## config.mk

```make
export PLATFORM = sky130hd
export DESIGN_NAME = debug_tx_arbiter_flat
export DESIGN_NICKNAME = d
export VERILOG_FILES = /design/src/rtl/debug_tx_arbiter_if.sv /design/src/rtl/debug_tx_arbiter.sv /design/src/flat_wrapper.sv
export SDC_FILE = /design/constraint.sdc
export NUM_CORES = 1
export LEC_CHECK = 0
export CAP_MARGIN = 15
export CORE_MARGIN = 5
export CORE_UTILIZATION = 59
export DETAILED_ROUTE_END_ITERATION = 8
export PLACE_DENSITY = 0.92
export SLEW_MARGIN = 10
export SYNTH_ARGS = -nofsm -noshare
export SYNTH_HDL_FRONTEND = slang
export SYNTH_SLANG_ARGS = --single-unit
```

## constraint.sdc

```tcl
create_clock -name i_clk -period 10.5 [get_ports i_clk]
set_input_delay 2.1 -clock i_clk [delete_from_list [all_inputs] [get_ports i_clk]]
set_output_delay 2.1 -clock i_clk [all_outputs]
set_load 0.1 [all_outputs]
```

## src/rtl/debug_tx_arbiter_if.sv

```systemverilog
`default_nettype none
// ============================================================================
// Module   : debug_tx_arbiter_if
// Brief    : Requester and UART-TX byte-stream signals of debug_tx_arbiter.
// Revision : 1.0 - initial release
// ============================================================================
interface debug_tx_arbiter_if #(
    parameter int N_REQ = 4
);
    logic [8*N_REQ-1:0] i_req_data;
    logic [N_REQ-1:0]   i_req_valid;
    logic [N_REQ-1:0]   o_req_ready;
    logic               i_wready;
    logic [7:0]         o_wdata;
    logic               o_wvalid;
    logic               o_busy;

    // The arbiter drives the framed byte stream, so it is the master side.
    modport master (
        input  i_req_data,
        input  i_req_valid,
        input  i_wready,
        output o_req_ready,
        output o_wdata,
        output o_wvalid,
        output o_busy
    );

    modport slave (
        output i_req_data,
        output i_req_valid,
        output i_wready,
        input  o_req_ready,
        input  o_wdata,
        input  o_wvalid,
        input  o_busy
    );
endinterface
`default_nettype wire

```

## src/rtl/debug_tx_arbiter.sv

```systemverilog
`default_nettype none
// ============================================================================
// Module   : debug_tx_arbiter
// Brief    : Round-robin framing arbiter sharing one UART TX stream, with an
//            idle-link heartbeat frame.
// Revision : 1.0 - initial release
// ============================================================================
module debug_tx_arbiter #(
    parameter int          N_REQ        = 4,
    parameter logic [31:0] IDLE_TIMEOUT = 32'h59682eff,
    parameter logic [7:0]  START_BYTE   = 8'h68,
    parameter logic [7:0]  BEAT_BYTE    = 8'h65
) (
    input  wire logic          i_clk,
    input  wire logic          i_rst,
    debug_tx_arbiter_if.master bus
);
    localparam int c_ptr_w = (N_REQ > 1) ? $clog2(N_REQ) : 1;

    typedef enum logic [2:0] {
        ST_IDLE = 3'd0,
        ST_HDR  = 3'd1,
        ST_ID   = 3'd2,
        ST_DATA = 3'd3,
        ST_BEAT = 3'd4
    } state_t;

    state_t             r_state,  w_state_nxt;
    logic [7:0]         r_wdata,  w_wdata_nxt;
    logic               r_wvalid, w_wvalid_nxt;
    logic               r_busy;
    logic [c_ptr_w-1:0] r_rr_ptr, w_rr_ptr_nxt, w_rr_inc;
    logic [31:0]        r_wdog,   w_wdog_nxt;
    logic               r_beat,   w_beat_nxt;
    logic [7:0]         r_data,   w_data_nxt;
    logic [2:0]         r_chan,   w_chan_nxt;

    logic [7:0]         w_valid8;
    logic [63:0]        w_data64;
    logic [3:0]         w_cand;
    logic               w_found;
    logic [2:0]         w_win;
    logic [N_REQ-1:0]   w_ready;
    logic               w_accept;

    // Zero-pad the requester buses so a 3-bit channel index fits them exactly.
    assign w_valid8 = 8'(bus.i_req_valid);
    assign w_data64 = 64'(bus.i_req_data);
    assign w_accept = r_wvalid & bus.i_wready;

    always_comb begin
        w_found = 1'b0;
        w_win   = 3'd0;
        w_cand  = 4'd0;
        for (int i = 0; i < N_REQ; i++) begin
            w_cand = 4'(r_rr_ptr) + 4'(i);
            if (w_cand >= 4'(N_REQ)) begin
                w_cand = w_cand - 4'(N_REQ);
            end
            if (!w_found && w_valid8[w_cand[2:0]]) begin
                w_found = 1'b1;
                w_win   = w_cand[2:0];
            end
        end
    end

    assign w_rr_inc = (({1'b0, w_win} + 4'd1) >= 4'(N_REQ)) ? '0
                    : c_ptr_w'(w_win + 3'd1);

    always_comb begin
        w_ready = '0;
        for (int k = 0; k < N_REQ; k++) begin
            w_ready[k] = (r_state == ST_IDLE) && w_found && (w_win == 3'(k));
        end
    end

    always_comb begin
        w_state_nxt  = r_state;
        w_wdata_nxt  = r_wdata;
        w_wvalid_nxt = r_wvalid;
        w_rr_ptr_nxt = r_rr_ptr;
        w_beat_nxt   = r_beat;
        w_data_nxt   = r_data;
        w_chan_nxt   = r_chan;

        if (r_state != ST_IDLE) begin
            w_wdog_nxt = IDLE_TIMEOUT;
        end else if (r_wdog != 32'd0) begin
            w_wdog_nxt = r_wdog - 32'd1;
        end else begin
            w_wdog_nxt = r_wdog;
        end

        case (r_state)
            ST_IDLE: begin
                // A pending request always wins over an expired watchdog.
                if (w_found) begin
                    w_state_nxt  = ST_HDR;
                    w_beat_nxt   = 1'b0;
                    w_chan_nxt   = w_win;
                    w_data_nxt   = w_data64[{w_win, 3'b000} +: 8];
                    w_rr_ptr_nxt = w_rr_inc;
                    w_wvalid_nxt = 1'b1;
                    w_wdata_nxt  = START_BYTE;
                end else if (r_wdog == 32'd0) begin
                    w_state_nxt  = ST_HDR;
                    w_beat_nxt   = 1'b1;
                    w_wvalid_nxt = 1'b1;
                    w_wdata_nxt  = START_BYTE;
                end
            end
            ST_HDR: begin
                if (w_accept) begin
                    w_state_nxt = r_beat ? ST_BEAT : ST_ID;
                    w_wdata_nxt = r_beat ? BEAT_BYTE : {5'b0, r_chan};
                end
            end
            ST_ID: begin
                if (w_accept) begin
                    w_state_nxt = ST_DATA;
                    w_wdata_nxt = r_data;
                end
            end
            ST_DATA, ST_BEAT: begin
                if (w_accept) begin
                    w_state_nxt  = ST_IDLE;
                    w_wvalid_nxt = 1'b0;
                    w_wdata_nxt  = 8'h00;
                end
            end
            default: begin
                w_state_nxt  = ST_IDLE;
                w_wvalid_nxt = 1'b0;
                w_wdata_nxt  = 8'h00;
            end
        endcase
    end

    always_ff @(posedge i_clk) begin
        if (i_rst) begin
            r_state  <= ST_IDLE;
            r_wdata  <= 8'h00;
            r_wvalid <= 1'b0;
            r_busy   <= 1'b0;
            r_rr_ptr <= '0;
            r_wdog   <= IDLE_TIMEOUT;
            r_beat   <= 1'b0;
            r_data   <= 8'h00;
            r_chan   <= 3'd0;
        end else begin
            r_state  <= w_state_nxt;
            r_wdata  <= w_wdata_nxt;
            r_wvalid <= w_wvalid_nxt;
            r_busy   <= (w_state_nxt != ST_IDLE);
            r_rr_ptr <= w_rr_ptr_nxt;
            r_wdog   <= w_wdog_nxt;
            r_beat   <= w_beat_nxt;
            r_data   <= w_data_nxt;
            r_chan   <= w_chan_nxt;
        end
    end

    assign bus.o_req_ready = w_ready;
    assign bus.o_wdata     = r_wdata;
    assign bus.o_wvalid    = r_wvalid;
    assign bus.o_busy      = r_busy;

endmodule
`default_nettype wire

```

## src/flat_wrapper.sv

```systemverilog
// flat-port wrapper written by rule: the top's interface ports become plain ports
module debug_tx_arbiter_flat 
#(
    parameter int          N_REQ        = 4,
    parameter logic [31:0] IDLE_TIMEOUT = 32'h59682eff,
    parameter logic [7:0]  START_BYTE   = 8'h68,
    parameter logic [7:0]  BEAT_BYTE    = 8'h65
)
  (i_clk, i_rst, bus_i_req_data, bus_i_req_valid, bus_i_wready, bus_o_req_ready, bus_o_wdata, bus_o_wvalid, bus_o_busy);
  debug_tx_arbiter_if #(.N_REQ(N_REQ)) bus_i ();
  input  wire logic i_clk;
  input  wire logic i_rst;
  input wire logic [$bits(bus_i.i_req_data)-1:0] bus_i_req_data;
  input wire logic [$bits(bus_i.i_req_valid)-1:0] bus_i_req_valid;
  input wire logic [$bits(bus_i.i_wready)-1:0] bus_i_wready;
  output wire logic [$bits(bus_i.o_req_ready)-1:0] bus_o_req_ready;
  output wire logic [$bits(bus_i.o_wdata)-1:0] bus_o_wdata;
  output wire logic [$bits(bus_i.o_wvalid)-1:0] bus_o_wvalid;
  output wire logic [$bits(bus_i.o_busy)-1:0] bus_o_busy;
  assign bus_i.i_req_data = bus_i_req_data;
  assign bus_i.i_req_valid = bus_i_req_valid;
  assign bus_i.i_wready = bus_i_wready;
  assign bus_o_req_ready = bus_i.o_req_ready;
  assign bus_o_wdata = bus_i.o_wdata;
  assign bus_o_wvalid = bus_i.o_wvalid;
  assign bus_o_busy = bus_i.o_busy;
  debug_tx_arbiter #(.N_REQ(N_REQ), .IDLE_TIMEOUT(IDLE_TIMEOUT), .START_BYTE(START_BYTE), .BEAT_BYTE(BEAT_BYTE)) u_core (.i_clk(i_clk), .i_rst(i_rst), .bus(bus_i));
endmodule
```

==> results of run 1 <==
==> metal layers <==
| layer | up-vias | track usage (%) | share of wire, % |
|---|---|---|---|
| met4 | 0 | 9.21 | 2.1 |
| met5 | - | 0 | 0 |
| met3 | 19 | 7.00 | 6.1 |
| met1 | 1445 | 24.7 | 41 |
| li1 | 1554 | - | - |
| met2 | 104 | 40.6 | 51 |
==> power groups by stage <==
stage / logic, µW / registers (µW) / clock network [µW]
after CTS: 278 / 265 / 263
after detailed placement: 274 / 270 / 0
after floorplan: 209 / 280 / 0
final: 277 / 266 / 260
after global routing: 303 / 269 / 273
after global placement: 264 / 268 / 0
==> area by class of cell <==
cell class / count / area [µm²] / area share (%)
timing repair buffer: 53 / 528 / 12.4
sequential: 59 / 1180 / 27.7
tap: 75 / 93.8 / 2.20
clock buffer: 10 / 138 / 3.23
inverter: 15 / 56.3 / 1.32
multi-input combinational: 318 / 2150 / 50.5
clock inverter: 6 / 111 / 2.62
==> flip-flops by register name, indices dropped and copies added (netlist names) <==
register and count:
u_core.bus.o_wvalid 1, u_core.r_rr_ptr 2, u_core.r_chan 3, u_core.r_data 8, u_core.bus.o_wdata 8, u_core.bus.o_busy 1, u_core.r_beat 1, u_core.r_wdog 32
u_core.r_state 3
==> layout by cell type (no fill, tap or decap), drive strengths merged, types with 11 or more instances in the layout <==
cell and n:
a211oi 14, a21oi 14, and3 14, clkdlybuf4s50 52, dfxtp 59, ha 11
inv 16, nand2 51, nand3 16, nor2 42, nor3 15, nor3b 11
xor2 18
==> worst max-delay path by stage <==
stage / from / endpoint / cells after the start / slack (ns)
4_1_cts: bus_i_req_valid[0] / bus_o_req_ready[3] / 10 / 2.43
2_1_floorplan: bus_i_req_valid[1] / bus_o_req_ready[3] / 10 / 3.95
6_report: bus_i_req_valid[0] / bus_o_req_ready[3] / 10 / 2.44
3_3_place_gp: bus_i_req_valid[0] / bus_o_req_ready[3] / 10 / 2.55
3_5_place_dp: bus_i_req_valid[0] / bus_o_req_ready[3] / 10 / 2.45
5_1_grt: bus_i_req_valid[0] / bus_o_req_ready[3] / 10 / 2.14
==> kinds of logic after synthesis <==
| group | Yosys count | synth area share, % |
|---|---|---|
| multiplexers | 22 | 7.43 |
| buffers and inverters | 36 | 5.40 |
| flip-flops | 59 | 33.6 |
| AO/OA/AOI/OAI | 63 | 13.0 |
| AND/OR/NAND/NOR | 194 | 29.7 |
| adder cells (fa/ha/maj) | 11 | 3.91 |
| XOR/XNOR | 28 | 6.97 |
==> per-stage QoR <==
step                      util, %  total power, µW  hold WS (ns)  area [µm²]  worst slack, ns
final                        72.8              803         0.474        4260             2.44
after global routing         72.8              845         0.497        4260             2.14
after CTS                    72.8              806         0.478        4260             2.43
after detailed placement     68.5              544         0.456        4010             2.45
after global placement       68.5              532         0.445        4010             2.55
after floorplan                 -              489         0.432        3520             3.95
==> synthesized netlist by cell type (all sizes together) (10+ instances only) <==
master	count	area (µm²)
nor3	15	86.3
clkbuf	12	47.6
a21oi	14	70.1
mux2i	10	104
dfxtp	59	1180
ha	11	138
nor4	10	96.4
a211oi	14	105
nand3	16	92.6
inv	15	56.3
nor3b	11	82.6
mux2	10	113
nor2	42	158
xnor2	10	87.6
and3	14	88.8
nand3b	10	75.1
xor2	18	158
nand2	51	191
==> worst min-delay path, stage by stage (launching register included) <==
cell and delay [ns]:
sky130_fd_sc_hd__dfxtp_1 0.32, sky130_fd_sc_hd__nand2_1 0.05, sky130_fd_sc_hd__o21ai_0 0.06
==> flow_metrics.env, run 1 <==
export IMPL_status="complete, no violations"
export IMPL_final_layout_size_suffix_gt1_share_pct=10.2
export IMPL_globalRoute_totalOverflow=0
export IMPL_crit_path_cell_trace="clkdlybuf4s50_1 -> mux4_2 -> nand2b_1 -> o311ai_2 -> mux2i_2 -> inv_1 -> ha_1 -> ha_1 -> and2_1 -> clkdlybuf4s50_1"
export IMPL_portBuffers=52
export IMPL_drt_pass1_iterations=4
export IMPL_clk_sinks=59
export IMPL_via_count_of_the_first_global_routing_pass=3118
export IMPL_cp_arrival_ns=5.96
export IMPL_net_switching_power_uw=285
export IMPL_route_vias_total=3122
export IMPL_fraction_of_the_yosys_area_taken_by_sequential_cells_pct=33.6
export IMPL_min_period_over_period_pct=76.8
export IMPL_synth_warnings=0
export IMPL_cts_buffers_inserted=9
export IMPL_gr_usage_all_layers_pct=22.7
export IMPL_timing_rr_start="u_core.r_rr_ptr[0]"
export IMPL_clockRootBuffer="sky130_fd_sc_hd__clkbuf_8"
export IMPL_synth_cell_types=58
export IMPL_switching_share_pct=35.5
export IMPL_wire_length_of_the_first_global_routing_pass_um=13700
export IMPL_final_antenna_net_count=0
export IMPL_critical_path_required_ns=8.40
export IMPL_critical_path_max_stage_delay_ns=0.96
export IMPL_setup_tns_ns=0
export IMPL_r2r_worst_path_cells=13
export IMPL_area_enclosed_by_the_die_boundary_mm2=0.00761
export IMPL_post_route_skew_ns=0.00688
export IMPL_synth_ff_latch_count=59
export IMPL_critPathLaunchType="input port"
export IMPL_synth_nets=463
export IMPL_place_hpwl_um=5710
export IMPL_postCtsSetupRepairBufs=0
export IMPL_crit_reg2reg_capture="u_core.r_rr_ptr[0]"
export IMPL_cpLargestDelayFamily="buffers and inverters"
export IMPL_hp_start="u_core.r_data[4]"
export IMPL_routed_wire_length_per_instance_um=15.0
export IMPL_p_int_uw=518
export IMPL_floorplan_die_width_um=87.2
export IMPL_worst_hold_path_type="register to register"
export IMPL_fillers=415
export IMPL_worst_slew_pin_transition_ns=1.06
export IMPL_timing_max_slew_rel_slack_pct=29.6
export IMPL_min_to="u_core.bus.o_wdata[4]"
export IMPL_core_area_mm2=0.00585
export IMPL_critical_path_class="input port to output port"
export IMPL_setup_worst_path_end_class="output port"
export IMPL_drc=0
export IMPL_stdcell_count=536
export IMPL_htree_levels=3
export IMPL_holdPathStages=2
export IMPL_floorplan_initialDensity_pct=60.2
export IMPL_placed_cells_incl_taps=520
export IMPL_antenna_violations_before_repair=0
export IMPL_io_pins=53
export IMPL_place_gp_congestion=0.833
export IMPL_final_setup_viol_count=0
export IMPL_post_route_min_period_ns=8.06
export IMPL_antenna_diode_count=0
export IMPL_largest_net_degree_at_the_start_of_global_routing=27
export IMPL_synth_main_ff_cell="sky130_fd_sc_hd__dfxtp_1"
export IMPL_clockPowerShare_pct=32.4
export IMPL_wirelength_um=8040
export IMPL_netlist_area_mm2=0.00352
export IMPL_dr_first_iter_drc_count=149
export IMPL_fmax_ghz=0.124
export IMPL_p_per_area_mw_per_mm2=189
export IMPL_number_of_max_cap_violations=0
export IMPL_syn_area_per_cell_um2=8.52
export IMPL_cts_hold_fix_buffers=0
export IMPL_layout_nets=506
export IMPL_power_sequential_fraction_pct=33.1
export IMPL_cts_root_to_sink_buffers=2
export IMPL_ys_async_sr_fraction_pct=0
export IMPL_crit_path_max_fanout=20
export IMPL_fp_row_count=28
export IMPL_vias_per_cell=5.82
export IMPL_path_buf_inv=3
export IMPL_cp_slowest_cell="sky130_fd_sc_hd__clkdlybuf4s50_1"
export IMPL_worst_r2r_setup_slack_ns=6.15
export IMPL_area_growth_syn_to_layout_pct=20.9
export IMPL_p_leak_uw=0.00151
export IMPL_worstSkewPairLatency_ns=0.35
export IMPL_synth_cells=413
export IMPL_timing_final_hold_violations=0
export IMPL_die_y_um=87.2
export IMPL_tritoncts="yes"
export IMPL_worst_ir_drop_vdd_mv=0.184
export IMPL_cts_resized=0
export IMPL_slew_violations=0
export IMPL_edff_count_synth=0
export IMPL_power_combinational_fraction_pct=34.5
export IMPL_grt_setup_unrepaired="false"
export IMPL_worst_setup_hold_path_clk_slew_ns=0.07
Power figures use the tool's default switching activity.
==> run 2, diff against run 1 <==
--- a/config.mk
+++ b/config.mk
@@ -7,9 +7,9 @@
 export LEC_CHECK = 0
 export CAP_MARGIN = 15
 export CORE_MARGIN = 5
-export CORE_UTILIZATION = 59
+export CORE_UTILIZATION = 49
 export DETAILED_ROUTE_END_ITERATION = 8
-export PLACE_DENSITY = 0.92
+export PLACE_DENSITY = 0.82
 export SLEW_MARGIN = 10
 export SYNTH_ARGS = -nofsm -noshare
 export SYNTH_HDL_FRONTEND = slang
==> constraint.sdc (replaced) <==
create_clock -name i_clk -period 6.7 [get_ports i_clk]
set_input_delay 1.34 -clock i_clk [delete_from_list [all_inputs] [get_ports i_clk]]
set_output_delay 1.34 -clock i_clk [all_outputs]
set_load 0.1 [all_outputs]
==> run 2 against run 1 <==
- clock skew up 0.0028 ns
- global-route usage is 4.6 points lower
- non-clock buffer count up 1
- largest power group unchanged
- setup slack worse by 1.1 ns
- largest cell class unchanged
- sequential share of layout area is 0.31 points higher
==> flow_metrics.env, run 2 (synthesized netlist as in run 1, its figures left out) <==
export IMPL_status="complete, no violations"
export IMPL_p_leak_uw=0.00149
export IMPL_antenna_diode_count=0
export IMPL_r2r_worst_path_cells=13
export IMPL_switching_share_pct=38.3
export IMPL_antenna_violations_before_repair=0
export IMPL_place_gp_congestion=0.812
export IMPL_vias_per_cell=5.44
export IMPL_cts_buffers_inserted=9
export IMPL_power_sequential_fraction_pct=36.7
export IMPL_crit_reg2reg_capture="u_core.r_rr_ptr[0]"
export IMPL_critical_path_max_stage_delay_ns=0.60
export IMPL_die_y_um=94.8
export IMPL_final_setup_viol_count=0
export IMPL_final_layout_size_suffix_gt1_share_pct=11.3
export IMPL_critical_path_required_ns=5.36
export IMPL_clockPowerShare_pct=25.3
export IMPL_htree_levels=3
export IMPL_worst_setup_hold_path_clk_slew_ns=0.07
export IMPL_io_pins=53
export IMPL_post_route_min_period_ns=5.40
export IMPL_wire_length_of_the_first_global_routing_pass_um=13100
export IMPL_dr_first_iter_drc_count=193
export IMPL_fp_row_count=30
export IMPL_min_period_over_period_pct=80.6
export IMPL_timing_final_hold_violations=0
export IMPL_wirelength_um=7490
export IMPL_area_enclosed_by_the_die_boundary_mm2=0.00898
export IMPL_timing_rr_start="u_core.r_rr_ptr[0]"
export IMPL_timing_max_slew_rel_slack_pct=31.0
export IMPL_clk_sinks=59
export IMPL_area_growth_syn_to_layout_pct=19.6
export IMPL_final_antenna_net_count=0
export IMPL_most_common_layout_cells="sky130_fd_sc_hd__dfxtp_1 (59), sky130_fd_sc_hd__nand2_1 (51), sky130_fd_sc_hd__clkdlybuf4s50_1 (48), sky130_fd_sc_hd__nor2_1 (42), sky130_fd_sc_hd__xor2_1 (18)"
export IMPL_mostFrequentLayoutCell="sky130_fd_sc_hd__dfxtp_1"
export IMPL_hp_start="u_core.r_data[4]"
export IMPL_worstSkewPairLatency_ns=0.34
export IMPL_number_of_max_cap_violations=0
export IMPL_p_per_area_mw_per_mm2=269
export IMPL_crit_path_cell_trace="clkdlybuf4s50_1 -> mux4_2 -> nand2b_1 -> o311ai_2 -> mux2i_2 -> buf_4 -> inv_1 -> ha_1 -> ha_1 -> and2_1 -> buf_4"
export IMPL_worst_hold_path_type="register to register"
export IMPL_gr_usage_all_layers_pct=18.1
export IMPL_fmax_ghz=0.185
export IMPL_layout_nets=507
export IMPL_min_to="u_core.bus.o_wdata[4]"
export IMPL_route_vias_total=3037
export IMPL_cp_arrival_ns=4.06
export IMPL_globalRoute_totalOverflow=0
export IMPL_post_route_skew_ns=0.00970
export IMPL_place_hpwl_um=5560
export IMPL_floorplan_die_width_um=94.8
export IMPL_portBuffers=52
export IMPL_via_count_of_the_first_global_routing_pass=2947
export IMPL_slew_violations=0
export IMPL_clockRootBuffer="sky130_fd_sc_hd__clkbuf_8"
export IMPL_cts_hold_fix_buffers=0
export IMPL_setup_tns_ns=0
export IMPL_flip_flop_count_of_the_largest_register_all_copies_and_words_added=32
export IMPL_cp_slowest_cell="sky130_fd_sc_hd__clkdlybuf4s50_1"
export IMPL_net_switching_power_uw=434
export IMPL_worst_slew_pin_transition_ns=1.03
export IMPL_power_uw=1130
export IMPL_critPathLaunchType="input port"
export IMPL_hold_worst_slack_ns=0.464
export IMPL_path_buf_inv=4
export IMPL_drc=0
export IMPL_grt_setup_unrepaired="false"
export IMPL_cts_resized=0
export IMPL_drt_pass1_iterations=4
export IMPL_largest_net_degree_at_the_start_of_global_routing=27
export IMPL_setup_worst_path_end_class="output port"
export IMPL_tritoncts="yes"
export IMPL_postCtsSetupRepairBufs=0
export IMPL_power_combinational_fraction_pct=38.0
export IMPL_p_int_uw=699
export IMPL_worst_ir_drop_vdd_mv=0.206
export IMPL_critical_path_class="input port to output port"
export IMPL_crit_path_max_fanout=20
export IMPL_floorplan_initialDensity_pct=51.0
export IMPL_largest_register="u_core.r_wdog"
export IMPL_worst_r2r_setup_slack_ns=2.81
export IMPL_core_area_mm2=0.00691
export IMPL_routed_wire_length_per_instance_um=13.4
export IMPL_cts_root_to_sink_buffers=2
export IMPL_cpLargestDelayFamily="buffers and inverters"
export IMPL_holdPathStages=2
run 2: cell count changes in the layout (fill, tap and decap cells not counted), sizes merged:
cell,previous run,this run
clkinvlp,1,3
clkdlybuf4s50,52,48
buf,1,6
bufinv,3,0
inv,16,15
clkinv,1,3
run 2: worst max path at each step:
stage                                   from            endpoint  cells after the start
after floorplan           bus_i_req_valid[1]  bus_o_req_ready[3]                     10
after global placement    bus_i_req_valid[0]  bus_o_req_ready[3]                     11
after detailed placement  bus_i_req_valid[0]  bus_o_req_ready[0]                      8
after CTS                 bus_i_req_valid[0]  bus_o_req_ready[0]                      8
after global routing      bus_i_req_valid[0]  bus_o_req_ready[0]                      8
final                     bus_i_req_valid[0]  bus_o_req_ready[3]                     11
run 2: area by class of cell:
cell class | instances | area (µm²)
Clock buffer | 10 | 138
Multi-Input combinational cell | 318 | 2150
Sequential cell | 59 | 1180
Timing Repair Buffer | 54 | 526
Tap cell | 96 | 120
Fill cell | 608 | 2700
Inverter | 15 | 56.3
Clock inverter | 6 | 41.3
run 2: tightest hold or removal path, delay by kind of cell (launching register included):
| kind | cells | cell delay [ns] |
|---|---|---|
| AO/OA/AOI/OAI | 1 | 0.06 |
| flip-flops | 1 | 0.31 |
| AND/OR/NAND/NOR | 1 | 0.05 |
run 2: metrics by stage:
stage / cell area (µm²) / utilization (%) / worst slack, ns / std cells
2_1_floorplan: 3520 / - / 1.67 / 413
3_3_place_gp: 4030 / 58.4 / 1.35 / 542
3_5_place_dp: 4030 / 58.4 / 1.28 / 542
4_1_cts: 4210 / 61.0 / 1.31 / 558
5_1_grt: 4210 / 61.0 / 1.04 / 558
6_report: 4210 / 61.0 / 1.30 / 558
run 2: power groups by stage:
| stage | Sequential (µW) | Combinational [µW] | Clock, µW |
|---|---|---|---|
| final | 416 | 430 | 286 |
| after global routing | 421 | 469 | 311 |
| after CTS | 415 | 432 | 290 |
| after detailed placement | 423 | 431 | 0 |
| after global placement | 421 | 418 | 0 |
| after floorplan | 438 | 327 | 0 |
run 2: layer usage:
layer | GRT usage, % | wire length, µm | up-vias
li1 | - | - | 1557
met1 | 22.7 | 3530 | 1406
met5 | 0 | 0 | -
met3 | 6.14 | 371 | 4
met2 | 29.8 | 3550 | 70
met4 | 4.33 | 36 | 0
==> run 3, diff against run 2 <==
--- a/config.mk
+++ b/config.mk
@@ -7,9 +7,9 @@
 export LEC_CHECK = 0
 export CAP_MARGIN = 15
 export CORE_MARGIN = 5
-export CORE_UTILIZATION = 49
+export CORE_UTILIZATION = 54
 export DETAILED_ROUTE_END_ITERATION = 8
-export PLACE_DENSITY = 0.82
+export PLACE_DENSITY = 0.86
 export SLEW_MARGIN = 10
 export SYNTH_ARGS = -nofsm -noshare
 export SYNTH_HDL_FRONTEND = slang
==> constraint.sdc (replaced) <==
create_clock -name i_clk -period 5.5 [get_ports i_clk]
set_input_delay 1.1 -clock i_clk [delete_from_list [all_inputs] [get_ports i_clk]]
set_output_delay 1.1 -clock i_clk [all_outputs]
set_load 0.1 [all_outputs]
==> run 3 against run 2 <==
- sequential share of layout area down 0.49 points
- core utilization up 6.5 points
- flip-flop and latch count unchanged
- via count down 0.59%
- critical path type unchanged
- non-clock buffer count unchanged
- routed wire length up 2.3%
- power up 32%
- hold slack worse by 0.0026 ns
- clock skew down 0.0014 ns
- largest power group unchanged
- critical path depth down 3
==> flow_metrics.env, run 3 (synthesized netlist as in run 1, its figures left out) <==
export IMPL_switching_share_pct=34.8
export IMPL_core_area_mm2=0.00635
export IMPL_grt_setup_unrepaired="false"
export IMPL_critical_path_required_ns=4.40
export IMPL_worst_slack_ns=0.674
export IMPL_hp_start="u_core.r_chan[1]"
export IMPL_floorplan_die_width_um=90.7
export IMPL_critical_path_class="input port to output port"
export IMPL_antenna_violations_before_repair=0
export IMPL_p_int_uw=978
export IMPL_number_of_max_cap_violations=0
export IMPL_floorplan_initialDensity_pct=55.4
export IMPL_route_vias_total=3019
export IMPL_critPathLaunchType="input port"
export IMPL_net_switching_power_uw=522
export IMPL_antenna_diode_count=0
export IMPL_largest_net_degree_at_the_start_of_global_routing=27
export IMPL_setup_tns_ns=0
export IMPL_cp_arrival_ns=3.73
export IMPL_power_combinational_fraction_pct=36.7
export IMPL_area_growth_syn_to_layout_pct=21.8
export IMPL_cts_hold_fix_buffers=0
export IMPL_timing_rr_start="u_core.r_rr_ptr[0]"
export IMPL_die_y_um=90.7
export IMPL_worst_slew_pin_transition_ns=1.02
export IMPL_setup_worst_path_start="bus_i_req_valid[2]"
export IMPL_flip_flop_count_of_the_largest_register_all_copies_and_words_added=32
export IMPL_routed_wire_length_per_instance_um=14.2
export IMPL_postCtsSetupRepairBufs=0
export IMPL_timing_final_hold_violations=0
export IMPL_worstSkewPairLatency_ns=0.34
export IMPL_tritoncts="yes"
export IMPL_htree_levels=3
export IMPL_clockPowerShare_pct=29.6
export IMPL_place_gp_congestion=0.819
export IMPL_layout_nets=507
export IMPL_via_count_of_the_first_global_routing_pass=2980
export IMPL_timing_max_slew_rel_slack_pct=31.7
export IMPL_vias_per_cell=5.61
export IMPL_post_route_skew_ns=0.00832
export IMPL_r2r_worst_path_cells=10
export IMPL_clockRootBuffer="sky130_fd_sc_hd__clkbuf_8"
export IMPL_largest_register="u_core.r_wdog"
export IMPL_cts_buffers_inserted=9
export IMPL_stdcell_count=538
export IMPL_clk_sinks=59
export IMPL_placed_cells_incl_taps=523
export IMPL_fmax_ghz=0.207
export IMPL_setup_worst_path_end_class="output port"
export IMPL_final_layout_size_suffix_gt1_share_pct=11.3
export IMPL_fillers=507
export IMPL_final_antenna_net_count=0
export IMPL_power_sequential_fraction_pct=33.7
export IMPL_p_per_area_mw_per_mm2=350
export IMPL_gr_usage_all_layers_pct=19.4
export IMPL_ff_latch_area_mm2=0.00118
export IMPL_post_route_util_pct=67.5
export IMPL_holdPathStages=2
export IMPL_drt_pass1_iterations=4
export IMPL_slew_violations=0
export IMPL_hold_worst_slack_ns=0.462
export IMPL_multi_input_area_mm2=0.00215
export IMPL_min_period_over_period_pct=87.7
export IMPL_fp_row_count=29
export IMPL_post_route_min_period_ns=4.83
export IMPL_worst_hold_path_type="register to register"
export IMPL_worst_setup_hold_path_clk_slew_ns=0.06
export IMPL_place_hpwl_um=5690
export IMPL_p_leak_uw=0.00153
export IMPL_cts_root_to_sink_buffers=2
export IMPL_cts_resized=0
export IMPL_dr_first_iter_drc_count=106
export IMPL_most_common_layout_cells="sky130_fd_sc_hd__dfxtp_1 (59), sky130_fd_sc_hd__nand2_1 (51), sky130_fd_sc_hd__clkdlybuf4s50_1 (48), sky130_fd_sc_hd__nor2_1 (41), sky130_fd_sc_hd__xor2_1 (18)"
export IMPL_status="complete, no violations"
export IMPL_final_setup_viol_count=0
export IMPL_mostFrequentLayoutCell="sky130_fd_sc_hd__dfxtp_1"
export IMPL_wire_length_of_the_first_global_routing_pass_um=13300
export IMPL_portBuffers=52
export IMPL_globalRoute_totalOverflow=0
export IMPL_worst_ir_drop_vdd_mv=0.397
export IMPL_io_pins=53
export IMPL_pre_cts_slack_ns=0.656
export IMPL_wirelength_um=7660
export IMPL_crit_path_max_fanout=20
export IMPL_area_enclosed_by_the_die_boundary_mm2=0.00823
export IMPL_drc=0
[run 3: layout make-up]
type                            count  area share [%]
Clock inverter                      4            1.72
Tap cell                           77            2.25
Sequential cell                    59            27.6
Inverter                           15            1.31
Multi-Input combinational cell    318            50.2
Clock buffer                       11            3.53
Timing Repair Buffer               54            13.4
[run 3: final timing paths]
| kind | to | slack [ns] |
|---|---|---|
| setup / recovery | bus_o_req_ready[0] | 0.67 |
| hold / removal | u_core.r_chan[1] | 0.46 |
| setup reg to reg | u_core.r_rr_ptr[0] | 1.88 |
| hold reg to reg | u_core.r_chan[1] | 0.46 |
[run 3: per-layer routing]
| metal | up-vias | share of wire, % | track usage [%] |
|---|---|---|---|
| met5 | - | 0 | 0 |
| met4 | 0 | 1.9 | 7.07 |
| met1 | 1394 | 43 | 21.8 |
| met3 | 13 | 5.4 | 5.92 |
| met2 | 67 | 50 | 34.1 |
| li1 | 1545 | - | - |
[run 3: per-stage QoR]
stage          power [µW]  area, µm²
2_1_floorplan         933       3520
3_3_place_gp         1050       4060
3_5_place_dp         1060       4060
4_1_cts              1510       4280
5_1_grt              1590       4290
6_report             1500       4290
[run 3: critical path, stage by stage]
cell and delay, ns:
sky130_fd_sc_hd__clkdlybuf4s50_1 0.67, sky130_fd_sc_hd__mux2_2 0.26, sky130_fd_sc_hd__o22ai_1 0.10, sky130_fd_sc_hd__o21ai_2 0.80, sky130_fd_sc_hd__inv_1 0.20, sky130_fd_sc_hd__ha_1 0.25, sky130_fd_sc_hd__and3_1 0.17, sky130_fd_sc_hd__buf_12 0.17
[run 3: power by group through the flow]
stage          combinational (µW)  clock, µW  sequential [µW]
2_1_floorplan                 399          0              534
3_3_place_gp                  538          0              512
3_5_place_dp                  549          0              514
4_1_cts                       553        452              504
5_1_grt                       601        476              512
6_report                      550        444              505
